===== src/rtl/ps2kb_command_scheduler_pkg.sv =====
// rtl/ps2kb_command_scheduler_pkg.sv - shared types and constants for the PS/2 keyboard command scheduler
package ps2kb_sched_pkg;

  typedef enum logic [2:0] {
    IDLE,
    ISSUE,
    WAIT_DONE,
    WAIT_RESP,
    COMPLETE
  } ps2kb_sched_state_t;

  localparam logic [1:0] STAT_ACK         = 2'b00;
  localparam logic [1:0] STAT_RESEND_FAIL = 2'b01;
  localparam logic [1:0] STAT_TIMEOUT     = 2'b10;

  localparam logic [7:0] KB_ACK    = 8'hFA;
  localparam logic [7:0] KB_RESEND = 8'hFE;

endpackage


===== src/rtl/ps2kb_command_scheduler_if.sv =====
// rtl/ps2kb_command_scheduler_if.sv - requester, transmitter, receiver and completion signals of the scheduler
interface ps2kb_command_scheduler_if;

  logic       req0_valid;
  logic [7:0] req0_data;
  logic       req0_ready;
  logic       req1_valid;
  logic [7:0] req1_data;
  logic       req1_ready;
  logic       tx_request;
  logic [7:0] tx_data;
  logic       tx_busy;
  logic       rx_valid;
  logic [7:0] rx_data;
  logic       done;
  logic       done_id;
  logic [1:0] status;
  logic       busy;

  // slave is the scheduler; master is whatever surrounds it
  modport slave (
    input  req0_valid, req0_data, req1_valid, req1_data, tx_busy, rx_valid, rx_data,
    output req0_ready, req1_ready, tx_request, tx_data, done, done_id, status, busy
  );

  modport master (
    output req0_valid, req0_data, req1_valid, req1_data, tx_busy, rx_valid, rx_data,
    input  req0_ready, req1_ready, tx_request, tx_data, done, done_id, status, busy
  );

endinterface


===== src/rtl/ps2kb_command_scheduler_tick_sync.sv =====
// rtl/ps2kb_command_scheduler_tick_sync.sv - 2-flop synchronizer and registered rising-edge detector
module ps2kb_tick_sync (
  input  logic clock,
  input  logic reset,
  input  logic async_in,
  output logic tick
);

  logic sync1;
  logic sync2;
  logic prev;

  always_ff @(posedge clock or posedge reset) begin
    if (reset) begin
      sync1 <= 1'b0;
      sync2 <= 1'b0;
      prev  <= 1'b0;
      tick  <= 1'b0;
    end else begin
      sync1 <= async_in;
      sync2 <= sync1;
      prev  <= sync2;
      tick  <= sync2 & ~prev;
    end
  end

endmodule


===== src/rtl/ps2kb_command_scheduler.sv =====
// rtl/ps2kb_command_scheduler.sv - arbitrates two requesters onto the PS/2 transmitter with resend retry and timeout
module ps2kb_command_scheduler
  import ps2kb_sched_pkg::*;
#(
  parameter logic [15:0] RESPONSE_TIMEOUT = 16'd2000,
  parameter logic [1:0]  MAX_RETRY        = 2'd2
) (
  input  logic clock,
  input  logic reset,
  input  logic peripheral_clock,
  ps2kb_command_scheduler_if.slave bus
);

  ps2kb_sched_state_t state;
  logic [15:0]        timer;
  logic [1:0]         retry_cnt;
  logic               owner;
  logic               last_grant;
  logic [1:0]         result;
  logic               tick;
  logic               timed_out;
  logic               grant0;
  logic               grant1;

  ps2kb_tick_sync u_tick_sync (
    .clock    (clock),
    .reset    (reset),
    .async_in (peripheral_clock),
    .tick     (tick)
  );

  assign timed_out = (timer == RESPONSE_TIMEOUT);

  // On a tie the requester that did not win last time is served
  always_comb begin
    grant0 = 1'b0;
    grant1 = 1'b0;
    if (!bus.tx_busy) begin
      if (bus.req0_valid && bus.req1_valid) begin
        grant0 = last_grant;
        grant1 = ~last_grant;
      end else begin
        grant0 = bus.req0_valid;
        grant1 = bus.req1_valid;
      end
    end
  end

  always_ff @(posedge clock or posedge reset) begin
    if (reset) begin
      state          <= IDLE;
      timer          <= 16'd0;
      retry_cnt      <= 2'd0;
      owner          <= 1'b0;
      last_grant     <= 1'b1;
      result         <= STAT_ACK;
      bus.req0_ready <= 1'b0;
      bus.req1_ready <= 1'b0;
      bus.tx_request <= 1'b0;
      bus.tx_data    <= 8'h00;
      bus.done       <= 1'b0;
      bus.done_id    <= 1'b0;
      bus.status     <= STAT_ACK;
      bus.busy       <= 1'b0;
    end else begin
      bus.req0_ready <= 1'b0;
      bus.req1_ready <= 1'b0;
      bus.done       <= 1'b0;
      if (tick) timer <= timer + 16'd1;

      // every branch that changes state also clears the timer
      case (state)
        IDLE: begin
          timer <= 16'd0;
          if (grant0 || grant1) begin
            bus.tx_data    <= grant1 ? bus.req1_data : bus.req0_data;
            owner          <= grant1;
            last_grant     <= grant1;
            bus.req0_ready <= grant0;
            bus.req1_ready <= grant1;
            retry_cnt      <= 2'd0;
            bus.tx_request <= 1'b1;
            bus.busy       <= 1'b1;
            state          <= ISSUE;
          end
        end
        ISSUE: begin
          if (bus.tx_busy) begin
            bus.tx_request <= 1'b0;
            timer          <= 16'd0;
            state          <= WAIT_DONE;
          end else if (timed_out) begin
            bus.tx_request <= 1'b0;
            result         <= STAT_TIMEOUT;
            timer          <= 16'd0;
            state          <= COMPLETE;
          end
        end
        WAIT_DONE: begin
          if (!bus.tx_busy) begin
            timer <= 16'd0;
            state <= WAIT_RESP;
          end else if (timed_out) begin
            result <= STAT_TIMEOUT;
            timer  <= 16'd0;
            state  <= COMPLETE;
          end
        end
        WAIT_RESP: begin
          if (bus.rx_valid && bus.rx_data == KB_ACK) begin
            result <= STAT_ACK;
            timer  <= 16'd0;
            state  <= COMPLETE;
          end else if (bus.rx_valid && bus.rx_data == KB_RESEND) begin
            timer <= 16'd0;
            if (retry_cnt < MAX_RETRY) begin
              retry_cnt      <= retry_cnt + 2'd1;
              bus.tx_request <= 1'b1;
              state          <= ISSUE;
            end else begin
              result <= STAT_RESEND_FAIL;
              state  <= COMPLETE;
            end
          end else if (timed_out) begin
            result <= STAT_TIMEOUT;
            timer  <= 16'd0;
            state  <= COMPLETE;
          end
        end
        COMPLETE: begin
          bus.done    <= 1'b1;
          bus.done_id <= owner;
          bus.status  <= result;
          bus.busy    <= 1'b0;
          timer       <= 16'd0;
          state       <= IDLE;
        end
        default: begin
          bus.tx_request <= 1'b0;
          bus.busy       <= 1'b0;
          timer          <= 16'd0;
          state          <= IDLE;
        end
      endcase
    end
  end

endmodule


===== src/flat_wrapper.sv =====
// flat-port wrapper written by rule: the top's interface ports become plain ports
module ps2kb_command_scheduler_flat import ps2kb_sched_pkg::*;
#(
  parameter logic [15:0] RESPONSE_TIMEOUT = 16'd2000,
  parameter logic [1:0]  MAX_RETRY        = 2'd2
)
  (clock, reset, peripheral_clock, bus_req0_valid, bus_req0_data, bus_req1_valid, bus_req1_data, bus_tx_busy, bus_rx_valid, bus_rx_data, bus_req0_ready, bus_req1_ready, bus_tx_request, bus_tx_data, bus_done, bus_done_id, bus_status, bus_busy);
  ps2kb_command_scheduler_if bus_i ();
  input  logic clock;
  input  logic reset;
  input  logic peripheral_clock;
  input wire logic [$bits(bus_i.req0_valid)-1:0] bus_req0_valid;
  input wire logic [$bits(bus_i.req0_data)-1:0] bus_req0_data;
  input wire logic [$bits(bus_i.req1_valid)-1:0] bus_req1_valid;
  input wire logic [$bits(bus_i.req1_data)-1:0] bus_req1_data;
  input wire logic [$bits(bus_i.tx_busy)-1:0] bus_tx_busy;
  input wire logic [$bits(bus_i.rx_valid)-1:0] bus_rx_valid;
  input wire logic [$bits(bus_i.rx_data)-1:0] bus_rx_data;
  output wire logic [$bits(bus_i.req0_ready)-1:0] bus_req0_ready;
  output wire logic [$bits(bus_i.req1_ready)-1:0] bus_req1_ready;
  output wire logic [$bits(bus_i.tx_request)-1:0] bus_tx_request;
  output wire logic [$bits(bus_i.tx_data)-1:0] bus_tx_data;
  output wire logic [$bits(bus_i.done)-1:0] bus_done;
  output wire logic [$bits(bus_i.done_id)-1:0] bus_done_id;
  output wire logic [$bits(bus_i.status)-1:0] bus_status;
  output wire logic [$bits(bus_i.busy)-1:0] bus_busy;
  assign bus_i.req0_valid = bus_req0_valid;
  assign bus_i.req0_data = bus_req0_data;
  assign bus_i.req1_valid = bus_req1_valid;
  assign bus_i.req1_data = bus_req1_data;
  assign bus_i.tx_busy = bus_tx_busy;
  assign bus_i.rx_valid = bus_rx_valid;
  assign bus_i.rx_data = bus_rx_data;
  assign bus_req0_ready = bus_i.req0_ready;
  assign bus_req1_ready = bus_i.req1_ready;
  assign bus_tx_request = bus_i.tx_request;
  assign bus_tx_data = bus_i.tx_data;
  assign bus_done = bus_i.done;
  assign bus_done_id = bus_i.done_id;
  assign bus_status = bus_i.status;
  assign bus_busy = bus_i.busy;
  ps2kb_command_scheduler #(.RESPONSE_TIMEOUT(RESPONSE_TIMEOUT), .MAX_RETRY(MAX_RETRY)) u_core (.clock(clock), .reset(reset), .peripheral_clock(peripheral_clock), .bus(bus_i));
endmodule

===== config.mk =====
export PLATFORM = sky130hd
export DESIGN_NAME = ps2kb_command_scheduler_flat
export DESIGN_NICKNAME = d
export VERILOG_FILES = /design/src/rtl/ps2kb_command_scheduler_pkg.sv /design/src/rtl/ps2kb_command_scheduler_if.sv /design/src/rtl/ps2kb_command_scheduler_tick_sync.sv /design/src/rtl/ps2kb_command_scheduler.sv /design/src/flat_wrapper.sv
export SDC_FILE = /design/constraint.sdc
export NUM_CORES = 1
export LEC_CHECK = 0
export CAP_MARGIN = 20
export CELL_PAD_IN_SITES_DETAIL_PLACEMENT = 0
export CELL_PAD_IN_SITES_GLOBAL_PLACEMENT = 1
export CORE_MARGIN = 1.5
export CORE_UTILIZATION = 35
export CTS_CLUSTER_SIZE = 24
export DETAILED_ROUTE_END_ITERATION = 8
export PLACE_DENSITY_LB_ADDON = 0.25
export SLEW_MARGIN = 20
export SYNTH_ARGS = -nofsm -noshare
export SYNTH_HDL_FRONTEND = slang
export SYNTH_SLANG_ARGS = --single-unit

===== constraint.sdc =====
create_clock -name clock -period 1.5 [get_ports clock]
set_input_delay 0.225 -clock clock [delete_from_list [all_inputs] [get_ports clock]]
set_output_delay 0.225 -clock clock [all_outputs]
set_load 0.05 [all_outputs]

==> results of run 1 <==
## final timing paths
| kind | startpoint | end | slack [ns] | cells after the start |
|---|---|---|---|---|
| min reg2reg | u_core.u_tick_sync.sync1 | u_core.u_tick_sync.sync2 | 0.37 | 0 |
| max reg2reg | u_core.timer[0] | u_core.bus.tx_request | -0.09 | 6 |
| max | u_core.timer[0] | u_core.bus.tx_request | -0.09 | 6 |
| max in group asynchronous | reset | u_core.last_grant | 0.98 | 3 |
| min | reset | u_core.result[0] | 0.26 | 3 |
| min in group clock | peripheral_clock | u_core.u_tick_sync.sync1 | 0.36 | 1 |
## flip-flops by register name, summed over array words and instances (netlist names)
register,flops
u_core.bus.status,2
u_core.state,3
u_core.bus.tx_request,1
u_core.retry_cnt,2
u_core.bus.req1_ready,1
u_core.owner,1
u_core.bus.done,1
u_core.u_tick_sync.tick,1
u_core.timer,16
u_core.u_tick_sync.sync2,1
u_core.u_tick_sync.sync1,1
u_core.result,2
u_core.bus.tx_data,8
u_core.bus.done_id,1
u_core.last_grant,1
u_core.u_tick_sync.prev,1
u_core.bus.busy,1
u_core.bus.req0_ready,1
## per-layer routing
| metal | GRT usage (%) | vias up |
|---|---|---|
| met1 | 20.9 | 863 |
| met2 | 24.2 | 29 |
| met4 | 6.10 | 0 |
| met5 | 0 | - |
| li1 | - | 944 |
| met3 | 4.07 | 8 |
## worst max-delay path, stage by stage (launching register included)
cell and delay (ns):
dfrtp_1 0.38, inv_1 0.06, ha_2 0.16, and4bb_2 0.27, nand4_4 0.13, o2bb2ai_2 0.17
mux2_1 0.31
## layout by cell type (no fill, tap or decap), types with 2 or more instances in the layout
cell              n
buf_4            66
dfrtp_1          44
clkdlybuf4s50_1  30
nor2_1           23
nand2_1          16
o21ai_0          12
inv_1            11
mux2i_1          11
xnor2_1           9
a21oi_1           6
clkbuf_8          6
nor3_1            4
nand3_1           4
xor2_1            4
buf_12            4
nand4_1           3
nor3_2            3
mux2_2            3
nor4_1            3
or3_1             3
o21ba_2           2
and4_1            2
a21o_1            2
o31ai_1           2
nand4_4           2
nand2b_1          2
ha_2              2
buf_6             2
## metrics by stage
stage | setup WS (ns) | hold WS (ns) | power [uW]
floorplan | -0.0455 | 0.256 | 2560
global placement | -0.232 | 0.349 | 3280
detailed placement | -0.282 | 0.337 | 3300
CTS | -0.0980 | 0.262 | 4140
global route | -0.190 | 0.284 | 4370
finish | -0.0902 | 0.259 | 4120
## cell families (layout without fill, tap and decap cells)
family                   count (synthesis)  after routing  synth area share, %
AO/OA/AOI/OAI                           36             36                 10.9
XOR/XNOR                                13             13                 5.17
adder cells (fa/ha/maj)                  2              2                 1.14
buffers and inverters                   20            122                 3.86
flip-flops                              45             45                 51.2
multiplexers                            15             15                 7.05
AND/OR/NAND/NOR                         80             80                 20.7
## where the power goes
part	switching, uW	internal [uW]	leakage (uW)
logic	996	742	0.000895
clock network	416	375	0.0000445
registers	145	1450	0.000594
total	1560	2560	0.00153
## timing repair
item,4_1_cts,5_1_grt
pin swaps,1,1
gates cloned,0,0
setup buffers,1,4
endpoints found under the setup margin,7,29
gates resized for setup,3,12
## area by class of cell
cell class	instances	area [sq um]	share of cell area [%]
Multi-Input combinational cell	146	1070	32.2
Timing Repair Buffer	102	898	27.0
Tap cell	75	93.8	2.82
Clock buffer	7	86.3	2.59
Sequential cell	45	1130	33.8
Inverter	12	45.0	1.35
Clock inverter	1	7.51	0.225
==> impl_metrics.csv, run 1 <==
group,metric,value,unit
run_status,status,"complete, but fails checks",
run_status,failed_checks,"setup timing",
timing,setup_viol,7,
logic_synthesis,yosys-top-cells-area,"dfrtp_1 (50%), mux2i_1 (5.0%), nor2_1 (3.9%)",
final_layout,area_growth,51.2,%
final_layout,postLayoutCellArea,3330,sq um
placement,gp_congestion,0.818,
floorplanning,die_width,82.3,microns
grt,first_global_vias,1788,
cts,cts_hold_repair.buffers,0,
pwr,powerDensity,1240,nW/um^2
pwr,irDropWorstVdd,0.000992,V
route,dr.pass1.iters,4,
final_layout,fin_util,55.6,%
final_layout,final_net_count,345,
cts,clock-root-buffer,"clkbuf_8",
placement,placed_area,3140,sq um
logic_synthesis,synth-seq-area-share,51.2,%
logic_synthesis,synth_top_flop_cell,"dfrtp_1",
route,m1WireLength,2.34,mm
route,routed.top_layer,"met4",
logic_synthesis,netlist_instances,211,
route,wire_per_inst,12.8,microns
route,drt_iter0_drc,94,
floorplanning,row_count,28,
floorplanning,start_util,36.8,%
setup_path,startpoint_type,"register",
grt,grt_pass1_wl,8.04,mm
route,route.detailed.drc,0,
worst_hold_path,hp-class,"in2async",
timing,relSlewSlack,76.6,%
logic_synthesis,syn_area_per_cell,10.4,sq um
grt,grt_max_degree,46,
flow_run,cap_violations,0,
setup_path,cp.required,1.68,ns
logic_synthesis,synth.distinct_cells,49,
grt,overflow,0,
logic_synthesis,synth_nets,244,
logic_synthesis,synth.yosys.warnings,0,
logic_synthesis,post-synth-top-count-cell,"dfrtp_1",
timing,maxSlewViolCount,0,
cts,clk_latency,0.30,ns
logic_synthesis,synth-edff-count,0,
pwr,power_leakage,0.00153,uW
timing,fin_crit,1.59,ns
timing,worstMarginPinSlew,0.348,ns
cts,cts_tree,"done",
route,via_count,1844,
setup_path,crit_type,"reg2reg",
timing,rsz0062_at_grt,"true",
logic_synthesis,yosysTopAreaCell,"dfrtp_1",
timing,setup_tns,-0.371,ns
timing,max_freq,0.629,GHz
grt,track_usage,15.7,%
timing,post-route-period-util,106,%
logic_synthesis,yosys-top-cells-count,"dfrtp_1 (44), nor2_1 (23), nand2_1 (16)",
cts,clk_pin_slew,0.09,ns
route,ant_nets,0,
final_layout,drive_gt1_share,33.9,%
timing,worst_slack,-0.0902,ns
cts,clock_path_buffers,2,
floorplanning,fp.coreArea,5990,sq um
placement,dp_cells,375,
grt,antenna_found_initial,0,
cts,cts_made_buffers,5,
placement,port_buffers,46,
route,route.met3.wl,198,microns
final_layout,num_antenna_cells,0,
placement,dp_hpwl,3.66,mm
setup_path,critPathCaptureType,"register",
final_layout,nFillCells,547,
cts,htreeDepth,2,
timing,hold_viol,0,
route,totalWireLength,4.96,mm
route,viasPerCell,4.75,
route,met2_length,2.33,mm
logic_synthesis,ys_seq_elements,45,
cts,clkSinkCount,45,
setup_path,crit_fanout,3,
logic_synthesis,yosysTopAreaCellShare,50.0,%
timing,finClkSkew,0.0137,ns
logic_synthesis,syn_area,2200,sq um
setup_path,critical_path_arrival,1.77,ns
floorplanning,dieArea,6780,sq um
floorplanning,ios,47,
logic_synthesis,async_flop_share,100,%
floorplanning,die_h,82.3,microns
final_layout,fin_cells,388,
No activity file was read; power rests on OpenSTA's default activity.
==> inputs of run 2 (changes only) <==
- ABC_AREA: unset -> 1
- CORE_UTILIZATION: 35 -> 34
==> impl_metrics.csv, run 2 <==
group,metric,value,unit
run_status,status,"complete, but fails checks",
run_status,failed_checks,"setup timing",
cts,clock_path_buffers,2,
final_layout,reg.largest.list,"u_core.timer (16), u_core.bus.tx_data (8), u_core.state (3)",
logic_synthesis,ys_seq_elements,45,
route,via_count,2154,
worst_hold_path,hp-class,"in2async",
floorplanning,fp.coreArea,6870,sq um
final_layout,mostFrequentLayoutCells,"nand2_1 (67), dfrtp_1 (44), buf_4 (38)",
final_layout,final_common_cell,"nand2_1",
setup_path,cp-endpoint,"u_core.timer[15]",
cts,cts_hold_repair.buffers,0,
final_layout,num_antenna_cells,0,
logic_synthesis,syn_area,2450,sq um
cts,clock-root-buffer,"clkbuf_8",
placement,port_buffers,46,
timing,max_freq,0.658,GHz
pwr,irDropWorstVdd,0.000922,V
placement,dp_cells,473,
setup_path,cp.required,1.69,ns
route,dr.pass1.iters,4,
floorplanning,ios,47,
route,drt_iter0_drc,76,
timing,maxSlewViolCount,0,
timing,fin_crit,1.52,ns
setup_path,r2r-start,"u_core.timer[0]",
floorplanning,die_h,88.0,microns
route,totalWireLength,5.47,mm
placement,gp_congestion,0.875,
timing,rsz0062_at_grt,"true",
pwr,powerDensity,1360,nW/um^2
grt,grt_max_degree,19,
setup_path,startpoint_type,"register",
floorplanning,dieArea,7740,sq um
logic_synthesis,synth-seq-area-share,45.9,%
setup_path,crit_type,"reg2reg",
floorplanning,die_width,88.0,microns
final_layout,final_net_count,421,
grt,grt_pass1_wl,9.36,mm
logic_synthesis,post-synth-top-count-cell,"nand2_1",
route,viasPerCell,4.44,
setup_path,critPathCaptureType,"register",
grt,antenna_found_initial,0,
setup_path,crit_fanout,3,
grt,overflow,0,
final_layout,fin_cells,485,
route,ant_nets,0,
timing,post-route-period-util,101,%
timing,worstMarginPinSlew,0.332,ns
timing,finClkSkew,0.00853,ns
logic_synthesis,async_flop_share,100,%
logic_synthesis,yosysTopAreaCellShare,44.9,%
logic_synthesis,yosys-top-cells-area,"dfrtp_1 (45%), nand2_1 (11%), nor2_1 (6.1%)",
floorplanning,start_util,35.7,%
final_layout,drive_gt1_share,27.2,%
timing,setup_tns,-0.0496,ns
pwr,power_leakage,0.00169,uW
placement,dp_hpwl,4.17,mm
floorplanning,row_count,30,
final_layout,fin_util,50.3,%
cts,clk_latency,0.30,ns
final_layout,largest-register,"u_core.timer",
setup_path,crit_start,"u_core.timer[0]",
final_layout,largest_reg_flops,16,
setup_path,r2r-end,"u_core.timer[15]",
final_layout,area_growth,40.7,%
setup_path,r2r_cells,10,
timing,setup_viol,4,
grt,first_global_vias,2121,
timing,hold_viol,0,
setup_path,ff2ff_setup_slack,-0.02,ns
logic_synthesis,syn_area_per_cell,7.94,sq um
logic_synthesis,synth.yosys.warnings,0,
logic_synthesis,synth_top_flop_cell,"dfrtp_1",
route,wire_per_inst,11.3,microns
cts,clk_pin_slew,0.09,ns
logic_synthesis,yosys-top-cells-count,"nand2_1 (70), dfrtp_1 (44), nor2_1 (40)",
logic_synthesis,synth-edff-count,0,
logic_synthesis,yosysTopAreaCell,"dfrtp_1",
logic_synthesis,netlist_instances,309,
route,route.detailed.drc,0,
grt,track_usage,15.5,%
cts,cts_made_buffers,5,
logic_synthesis,synth.distinct_cells,32,
timing,worst_slack,-0.0201,ns
cts,cts_tree,"done",
cts,htreeDepth,2,
timing,relSlewSlack,77.8,%
logic_synthesis,synth_nets,342,
setup_path,critical_path_arrival,1.71,ns
cts,clkSinkCount,45,
flow_run,cap_violations,0,
[run 2: power by group]
group,total (uW),switching [uW],leakage [uW],internal (uW)
clock network,804,430,0.0000512,374
registers,1580,131,0.000588,1450
logic,2320,1450,0.00105,865
[run 2: cell type report]
type,count,area [sq um]
flip-flops and latches,45,1130
well taps,96,120
multi-input cells,218,1240
inverters,43,161
clock inverters,2,13.8
fillers,692,3420
repair buffers,75,708
clock buffers,6,82.6
[run 2: worst min path at each step]
stage	cells after the start	end	slack [ns]
floorplan	0	u_core.u_tick_sync.sync1	0.26
global placement	0	u_core.u_tick_sync.sync2	0.35
detailed placement	0	u_core.u_tick_sync.sync2	0.35
CTS	2	u_core.bus.tx_data[4]	0.20
global route	2	u_core.bus.tx_data[5]	0.23
finish	2	u_core.bus.tx_data[5]	0.19
[run 2: cell families (layout without fill, tap and decap cells)]
family	after synthesis	in the layout	share of synthesized area [%]
AO/OA/AOI/OAI	29	29	6.32
XOR/XNOR	9	9	3.21
adder cells (fa/ha/maj)	2	2	1.02
buffers and inverters	47	126	8.15
flip-flops	45	45	45.9
multiplexers	8	8	3.26
AND/OR/NAND/NOR	169	170	32.1
[run 2: critical path, stage by stage, from the launching register on]
cell,delay [ns]
dfrtp_1,0.41
inv_1,0.07
ha_2,0.18
inv_2,0.04
nor2_2,0.10
nand4_1,0.14
nor2_4,0.19
nor2_4,0.08
buf_6,0.12
nand3_2,0.06
nor2_1,0.04
[run 2: through the flow]
stage                     setup WS, ns  area, sq um  total power, uW  hold WS [ns]
after detailed placement        -0.214         3210             3690         0.354
after floorplan                 0.0386         2450             3030         0.256
final                          -0.0201         3450             4700         0.193
after global placement          -0.175         3210             3680         0.351
after CTS                     0.000611         3340             4580         0.201
after global routing            -0.160         3450             5060         0.232
[run 2: metal layers]
metal	GRT usage, %	routed length [microns]
met1	20.7	2570
met2	25.1	2670
met3	3.39	172
met4	4.47	54
met5	0	0
[run 2: what timing repair did]
item                                    4_1_cts  5_1_grt
gates resized for setup                       3       28
setup buffers                                 2        1
pin swaps                                     5       13
gates cloned                                  1        0
endpoints found under the setup margin       18       34
